<file path="src/rtl/lpf_frame_sequencer.sv">
// Job controller for the 3x3 low-pass filter core: launches the core per frame
// with a fixed reset window, watches the output stream for framing/completion,
// and guards each RUN phase with an idle-beat watchdog.
module lpf_frame_sequencer #(
   parameter int XB      = 10,
   parameter int YB      = 10,
   parameter int FB      = 8,
   parameter int RST_CYC = 8,
   parameter int TOB     = 16,
   parameter int TO_CYC  = 65535
) (
   input  logic          clk,
   input  logic          rst_n,
   input  logic          cmd_valid,
   output logic          cmd_ready,
   input  logic [XB-1:0] cmd_width,
   input  logic [YB-1:0] cmd_height,
   input  logic [FB-1:0] cmd_frames,
   input  logic          abort,
   output logic          flt_rst,
   output logic [XB-1:0] flt_cfg_width,
   output logic [YB-1:0] flt_cfg_height,
   input  logic          mon_valid,
   input  logic          mon_ready,
   input  logic          mon_last_x,
   input  logic          mon_last_y,
   input  logic          flt_done,
   output logic          busy,
   output logic [FB-1:0] frame_idx,
   output logic          frame_done,
   output logic          job_done,
   output logic          err_framing,
   output logic          err_timeout
);

   localparam int RCB = $clog2(RST_CYC + 1);

   typedef enum logic [1:0] {S_IDLE, S_RST, S_RUN} state_t;

   state_t          state_reg, state_next;
   logic [FB-1:0]   frames_reg;
   logic [RCB-1:0]  rst_cnt_reg, rst_cnt_next;
   logic [XB-1:0]   x_reg, x_next;
   logic [YB-1:0]   y_reg, y_next;
   logic [TOB-1:0]  wd_reg, wd_next;
   logic            all_seen_reg, all_seen_next;

   logic            flt_rst_next, busy_next, frame_done_next, job_done_next;
   logic            err_framing_next, err_timeout_next;
   logic [FB-1:0]   frame_idx_next;

   // Per-cycle decode of the handshake tap and counter positions
   logic beat, accept, at_x_end, at_y_end, final_beat, seen_now;
   logic frame_complete, last_frame, rst_end, timeout, bad_beat;

   assign cmd_ready      = (state_reg == S_IDLE);
   assign accept         = cmd_valid && cmd_ready;
   assign beat           = mon_valid && mon_ready;
   assign at_x_end       = (x_reg == flt_cfg_width);
   assign at_y_end       = (y_reg == flt_cfg_height);
   assign final_beat     = beat && at_x_end && at_y_end;
   assign seen_now       = all_seen_reg || final_beat;
   assign frame_complete = (state_reg == S_RUN) && flt_done && seen_now;
   assign last_frame     = (frame_idx == frames_reg);
   assign rst_end        = (state_reg == S_RST) && (rst_cnt_reg == RCB'(RST_CYC - 1));
   assign timeout        = (state_reg == S_RUN) && !beat && !frame_complete &&
                           (wd_reg == TOB'(TO_CYC - 1));
   assign bad_beat       = beat && ((mon_last_x != at_x_end) || (mon_last_y != at_y_end));

   // State and output/datapath registers
   always_ff @(posedge clk or negedge rst_n) begin
      if (!rst_n) begin
         state_reg      <= S_IDLE;
         flt_rst        <= 1'b1;
         flt_cfg_width  <= '0;
         flt_cfg_height <= '0;
         frames_reg     <= '0;
         busy           <= 1'b0;
         frame_idx      <= '0;
         frame_done     <= 1'b0;
         job_done       <= 1'b0;
         err_framing    <= 1'b0;
         err_timeout    <= 1'b0;
         rst_cnt_reg    <= '0;
         x_reg          <= '0;
         y_reg          <= '0;
         wd_reg         <= '0;
         all_seen_reg   <= 1'b0;
      end else begin
         state_reg    <= state_next;
         flt_rst      <= flt_rst_next;
         busy         <= busy_next;
         frame_idx    <= frame_idx_next;
         frame_done   <= frame_done_next;
         job_done     <= job_done_next;
         err_framing  <= err_framing_next;
         err_timeout  <= err_timeout_next;
         rst_cnt_reg  <= rst_cnt_next;
         x_reg        <= x_next;
         y_reg        <= y_next;
         wd_reg       <= wd_next;
         all_seen_reg <= all_seen_next;
         if (accept) begin
            flt_cfg_width  <= cmd_width;
            flt_cfg_height <= cmd_height;
            frames_reg     <= cmd_frames;
         end
      end
   end

   // Next-state: abort dominates, then frame completion, then watchdog
   always_comb begin
      state_next = state_reg;
      case (state_reg)
         S_IDLE: if (cmd_valid) state_next = S_RST;
         S_RST: begin
            if (abort)        state_next = S_IDLE;
            else if (rst_end) state_next = S_RUN;
         end
         S_RUN: begin
            if (abort)               state_next = S_IDLE;
            else if (frame_complete) state_next = last_frame ? S_IDLE : S_RST;
            else if (timeout)        state_next = S_IDLE;
         end
         default: state_next = S_IDLE;
      endcase
   end

   // Output and counter next values; core is held in reset outside RUN
   always_comb begin
      flt_rst_next     = (state_next != S_RUN);
      busy_next        = (state_next != S_IDLE);
      frame_done_next  = frame_complete && !abort;
      job_done_next    = frame_complete && !abort && last_frame;
      err_framing_next = err_framing;
      err_timeout_next = err_timeout;
      frame_idx_next   = frame_idx;
      rst_cnt_next     = (state_reg == S_RST) ? rst_cnt_reg + 1'b1 : '0;
      x_next           = x_reg;
      y_next           = y_reg;
      wd_next          = wd_reg;
      all_seen_next    = all_seen_reg;

      if (accept) begin
         err_framing_next = 1'b0;
         err_timeout_next = 1'b0;
         frame_idx_next   = '0;
      end else if (state_reg == S_RUN && !abort) begin
         // Early done is flagged but the frame keeps waiting for its pixels
         if (bad_beat || (flt_done && !seen_now)) err_framing_next = 1'b1;
         if (timeout) err_timeout_next = 1'b1;
         if (frame_complete && !last_frame) frame_idx_next = frame_idx + 1'b1;
      end

      if (state_reg != S_RUN) begin
         x_next        = '0;
         y_next        = '0;
         wd_next       = '0;
         all_seen_next = 1'b0;
      end else if (beat) begin
         x_next        = at_x_end ? '0 : x_reg + 1'b1;
         if (at_x_end) y_next = at_y_end ? '0 : y_reg + 1'b1;
         wd_next       = '0;
         all_seen_next = seen_now;
      end else begin
         wd_next = wd_reg + 1'b1;
      end
   end

endmodule

</file>
<file path="config.mk">
export PLATFORM = sky130hd
export DESIGN_NAME = lpf_frame_sequencer
export DESIGN_NICKNAME = d
export VERILOG_FILES = /design/src/rtl/lpf_frame_sequencer.sv
export SDC_FILE = /design/constraint.sdc
export NUM_CORES = 1
export LEC_CHECK = 0
export CORE_MARGIN = 2
export CORE_UTILIZATION = 48
export DETAILED_ROUTE_END_ITERATION = 7
export PLACE_DENSITY = 0.72
export SYNTH_ARGS = -nofsm -noshare
export SYNTH_HDL_FRONTEND = slang
export SYNTH_SLANG_ARGS = --single-unit
</file>
<file path="constraint.sdc">
create_clock -name clk -period 1.9 [get_ports clk]
set_input_delay 0.475 -clock clk [delete_from_list [all_inputs] [get_ports clk]]
set_output_delay 0.475 -clock clk [all_outputs]
set_load 0.02 [all_outputs]
</file>
==> run_results.csv, run 1 <==
group,metric,value,unit
outcome,status,"complete, but fails checks",
outcome,violations,"setup timing",
global_routing,grt_pass1_vias,3702,
critical_path,crit_slowest_cell,"or4b_4",
routing,vias,3579,
sta,fmax,485,MHz
logic_synthesis,avgSynthCellArea,9.36,µm²
finish,final_util,70.6,%
cts,cts_root_buf,"clkbuf_8",
routing,wl_per_cell,14.5,µm
placed_design,gp_congestion,0.922,
cts,clock_sinks,85,
sta,timing_hold_violations_final,0,
die,design.core.area,8300,µm²
logic_synthesis,synthXorXnorAreaFrac,11.1,%
logic_synthesis,syn_nets,488,
logic_synthesis,synth_edf_count,0,
cts,tritoncts,"done",
placed_design,hpwlAfterDp,7.23,mm
die,pin_count,72,
critical_path,critPathCaptureType,"flop",
power,power_leakage,2.79,nW
finish,final_nets,625,
logic_synthesis,synth_common_cells,"nand2_1 (110), dfrtp_1 (84), nor2_1 (40)",
die,die_h,97.2,µm
finish,largest_reg_flops,16,
critical_path,worstSetupPathType,"flop to flop",
critical_path,crit_buf_inv,2,
routing,totalWireLength,10.0,mm
cts,hold_buffers,0,
cts,clock_latency,0.35,ns
critical_path,worstPathArrival,2.29,ns
logic_synthesis,syn-cell-area,4170,µm²
placed_design,pre_cts_slack,-0.360,ns
sta,slew_violations,0,
finish,diodes,0,
routing,ant_nets,0,
die,dieArea,9440,µm²
routing,drc_errors,0,
sta,timing.final.crit_share,109,%
sta,fin_crit,2.06,ns
sta,hold-worst-slack,0.0534,ns
routing,viasPerCell,5.17,
min_path,hold_path_class,"input pin to asynchronous set/reset pin",
critical_path,startpoint_type,"flop",
global_routing,grt_max_degree,33,
critical_path,crit_chain,"xor2_1, nor4_2, or4b_4, buf_4, buf_6, o21ai_2, a21oi_1",
global_routing,grt_overflow,0,
logic_synthesis,synth_seq_cells,85,
power,ir_worst_vdd,0.000326,V
cts,clk_pin_slew,0.09,ns
finish,fin_area,5860,µm²
logic_synthesis,yosys_most_used_dff,"dfrtp_1",
critical_path,cp.required,2.13,ns
cts,cts_made_buffers,9,
cts,h-tree-depth,3,
sta,fin_skew,0.0165,ns
finish,drive_above_1_share,21.3,%
logic_synthesis,yosys-top-cells-area,"dfrtp_1 (50%), nand2_1 (9.9%), xor2_1 (7.1%)",
placed_design,port_buffers,71,
sta,setup_tns,-2.04,ns
logic_synthesis,synth_top_family_by_area,"simple AND/OR/NAND/NOR gates",
global_routing,grt_usage,22.2,%
cts,ctsLongestPathBuffers,2,
placed_design,placed_area,5440,µm²
logic_synthesis,synth_compound_area_share,6.40,%
critical_path,slowest_delay,0.53,ns
logic_synthesis,yosys.area_share.simple,26.6,%
sta,layout_setup_ws,-0.163,ns
global_routing,grt_pass1_wl,17.0,mm
logic_synthesis,synth_cell_types,46,
logic_synthesis,synthMuxAreaShare,0.961,%
run,max_cap_violations,0,
logic_synthesis,seq_area_frac_synth,51.1,%
logic_synthesis,yosysTopAreaCell,"dfrtp_1",
routing,drt_iter0_markers,127,
critical_path,crit_family,"simple AND/OR/NAND/NOR gates",
critical_path,path_max_fanout,4,
die,row_count,33,
logic_synthesis,synthCells,445,
sta,relSlewSlack,67.9,%
die,die_w,97.2,µm
die,initial_core_util,50.2,%
logic_synthesis,synth_fa_ha_area_share,1.80,%
power,powerDensity,745,nW/µm²
logic_synthesis,synth_most_common_cell,"nand2_1",
global_routing,grt_antenna_before_repair,0,
logic_synthesis,synth_async_sr_flop_share,100,%
sta,rsz0062_at_grt,"true",
logic_synthesis,yosysTopAreaCellShare,50.5,%
sta,setup_viol,20,
finish,area_growth,40.8,%
routing,dr.pass1.iters,4,
logic_synthesis,yosys_warnings,0,
sta,tightestPinTransition,0.479,ns
[path summary, 6_finish.rpt]
kind,cells after the start,end,slack [ns],from
min reg2reg,1,rst_cnt_reg[0],0.47,rst_cnt_reg[0]
max in group asynchronous,2,flt_cfg_height[3],1.25,rst_n
min,1,frame_idx[4],0.05,rst_n
max reg2reg,7,y_reg[8],-0.16,flt_cfg_width[9]
min in group clk,1,rst_cnt_reg[0],0.47,rst_cnt_reg[0]
max,7,y_reg[8],-0.16,flt_cfg_width[9]
[power by group]
part,total (mW),leakage [nW],switching (mW),internal [mW]
Sequential,2.07,1.13,0.111,1.96
Clock,1.35,0.103,0.611,0.737
Combinational,0.954,1.56,0.492,0.462
[layout by cell type, fill, tap and decap left out, drive strengths merged, types with 3 or more instances in the layout]
master	instances
nand2	110
dfrtp	84
buf	72
clkdlybuf4s50	44
nor2	40
xor2	34
dlygate4sd2	26
xnor2	19
nand3	19
o21ai	17
and3	14
nand4	11
clkbuf	11
a21oi	9
nor3	8
inv	6
ha	6
and2	5
nand2b	5
nand3b	4
mux2i	4
nor4	4
nor2b	3
o211ai	3
or3	3
[what timing repair did]
item                       4_1_cts  5_1_grt
pin swaps                       14        9
gates resized for setup         57       25
setup endpoints to repair       57       36
setup buffers                    4        3
[layout make-up]
cell class                      count  area, µm²
Tap cell                          105        131
Clock inverter                      5       77.6
Clock buffer                       11        131
Fill cell                         641       2440
Timing Repair Buffer              142       1250
Multi-Input combinational cell    338       2120
Sequential cell                    85       2130
Inverter                            6       22.5
[per-layer routing]
layer	global-route usage, %	share of wire [%]	vias up
li1	-	-	1764
met1	27.8	43	1725
met2	37.3	50	77
met3	3.88	4.5	13
met4	10.7	1.8	0
met5	0	0	-
[through the flow]
step	std cells	power (mW)
finish	692	4.37
global route	692	4.60
CTS	689	4.41
detailed placement	669	3.12
global placement	669	3.10
floorplan	445	2.55
[cell families (layout without fill, tap and decap cells)]
family                   Yosys count  in the layout
multiplexers                       4              4
AO/OA/AOI/OAI                     41             41
AND/OR/NAND/NOR                  234            234
adder cells (fa/ha/maj)            6              6
flip-flops                        85             85
buffers and inverters             22            164
XOR/XNOR                          53             53
(Power assumes the default switching activity.)
==> inputs of run 2 (changes only) <==
--- a/config.mk
+++ b/config.mk
@@ -8,7 +8,8 @@
 export CORE_MARGIN = 2
 export CORE_UTILIZATION = 48
 export DETAILED_ROUTE_END_ITERATION = 7
-export PLACE_DENSITY = 0.72
+export PLACE_DENSITY = 0.83
+export REMOVE_ABC_BUFFERS = 1
 export SYNTH_ARGS = -nofsm -noshare
 export SYNTH_HDL_FRONTEND = slang
 export SYNTH_SLANG_ARGS = --single-unit
==> run 2 against run 1 <==
  * The flow still finishes with violations (setup timing)
  * Die area did not move
  * Non-clock buffer count rose by 2
  * Setup slack got worse by 0.069 ns
  * Combinational power rose by 0.9%
  * Clock-buffer cell count fell by 2
  * Cell count rose by 0.29%
  * Largest cell class is now multi-input gates
  * Largest power group unchanged
==> run_results.csv, run 2 (synthesized netlist as in run 1, its figures left out) <==
group,metric,value,unit
routing,ant_nets,0,
critical_path,path_max_fanout,8,
run,max_cap_violations,0,
cts,cts_root_buf,"clkbuf_8",
critical_path,startpoint,"flt_cfg_width[9]",
die,pin_count,72,
finish,final_nets,627,
sta,timing_hold_violations_final,0,
power,ir_worst_vdd,0.000417,V
global_routing,grt_max_degree,41,
routing,vias,3697,
die,row_count,33,
sta,timing.final.crit_share,112,%
routing,totalWireLength,10.5,mm
die,initial_core_util,50.2,%
cts,tritoncts,"done",
global_routing,grt_pass1_vias,3757,
power,power_leakage,2.83,nW
cts,clock_sinks,85,
sta,layout_setup_ws,-0.232,ns
cts,h-tree-depth,3,
outcome,violations,"setup timing",
cts,clk_pin_slew,0.10,ns
critical_path,worstPathArrival,2.38,ns
sta,setup_viol,34,
sta,slew_violations,0,
global_routing,grt_overflow,0,
critical_path,startpoint_type,"flop",
finish,final_common_cell,"nand2_1",
cts,ctsLongestPathBuffers,2,
critical_path,r2r_end,"frame_idx[6]",
placed_design,port_buffers,71,
sta,rsz0062_at_grt,"true",
global_routing,grt_usage,22.8,%
die,design.core.area,8300,µm²
finish,final_util,71.1,%
sta,fin_skew,0.0144,ns
die,die_w,97.2,µm
sta,fmax,469,MHz
finish,area_growth,41.7,%
placed_design,gp_congestion,0.873,
finish,drive_above_1_share,21.4,%
routing,dr.pass1.iters,4,
sta,fin_crit,2.13,ns
routing,drt_iter0_markers,167,
critical_path,critPathCaptureType,"flop",
die,die_h,97.2,µm
sta,relSlewSlack,64.1,%
cts,cts_made_buffers,9,
routing,drc_errors,0,
finish,largest_reg_flops,16,
global_routing,grt_antenna_before_repair,0,
critical_path,endpoint,"frame_idx[6]",
finish,layout_common_cells,"nand2_1 (109), dfrtp_1 (84), buf_4 (65)",
power,power,4.35,mW
critical_path,cp.required,2.15,ns
global_routing,grt_pass1_wl,17.5,mm
placed_design,hpwlAfterDp,7.15,mm
power,powerDensity,738,nW/µm²
critical_path,worstSetupPathType,"flop to flop",
cts,clock_latency,0.37,ns
critical_path,rr_worst_depth,8,
critical_path,r2r_start,"flt_cfg_width[9]",
routing,viasPerCell,5.33,
min_path,hold_path_class,"input pin to asynchronous set/reset pin",
critical_path,r2r_slack,-0.23,ns
sta,tightestPinTransition,0.538,ns
outcome,status,"complete, but fails checks",
routing,wl_per_cell,15.2,µm
finish,diodes,0,
die,dieArea,9440,µm²
-- run 2: cell count changes in the layout (fill, tap and decap cells not counted), moves of 4 or more --
cell / change
nor2_1: -5
o21ai_1: +5
clkdlybuf4s50_1: -4
nor2_4: +4
-- run 2: power by group --
group          leakage [nW]  switching [mW]  internal, mW  total (mW)
clock                 0.101           0.702         0.625        1.33
combinational          1.60           0.503         0.460       0.963
sequential             1.13           0.110          1.95        2.06
-- run 2: worst min-delay path by stage --
stage                               from  slack, ns        endpoint
final                              rst_n       0.09     err_framing
after global routing               rst_n       0.11    frame_idx[4]
after CTS                          rst_n       0.09     err_framing
after detailed placement  rst_cnt_reg[0]       0.46  rst_cnt_reg[0]
after global placement    rst_cnt_reg[0]       0.44  rst_cnt_reg[0]
after floorplan                    rst_n       0.18    all_seen_reg
-- run 2: repair_timing --
item | 4_1_cts | 5_1_grt
gates resized for setup | 44 | 50
hold buffers | 0 | 0
pin swaps | 14 | 17
setup buffers | 6 | 1
endpoints found under the setup margin | 61 | 39
-- run 2: metrics by stage --
| stage | setup slack [ns] | hold slack, ns | instance area [µm²] | cells | TNS, ns |
|---|---|---|---|---|---|
| after CTS | -0.227 | 0.0913 | 5730 | 693 | -4.76 |
| after detailed placement | -0.431 | 0.460 | 5470 | 672 | -7.78 |
| after floorplan | -0.404 | 0.179 | 4100 | 429 | -3.83 |
| after global placement | -0.341 | 0.443 | 5470 | 672 | -6.44 |
| after global routing | -0.367 | 0.114 | 5900 | 694 | -7.69 |
| final | -0.232 | 0.0875 | 5900 | 694 | -4.21 |
-- run 2: area by class of cell --
class | instances | area [µm²]
clock buffers | 9 | 124
clock inverters | 7 | 81.3
multi-input cells | 338 | 2130
fillers | 615 | 2400
well taps | 105 | 131
flip-flops and latches | 85 | 2130
repair buffers | 144 | 1290
inverters | 6 | 22.5
-- run 2: worst max-delay path, cell delays in order (launching register included) --
cell      delay, ns
dfrtp_1        0.39
xor2_1         0.17
nor4_2         0.40
nor3b_4        0.32
a31oi_4        0.15
buf_6          0.16
buf_6          0.11
o211ai_1       0.19
o31ai_1        0.13
-- run 2: metal layers --
metal  vias up  global-route usage, %  part of all wire (%)  routed length (µm)
li1       1774                      -                     -                   -
met1      1791                   27.7                    41                4280
met2       106                   39.5                    51                5410
met3        26                   4.46                   5.0                 523
met4         0                   10.1                   3.0                 315
met5         -                      0                     0                   0
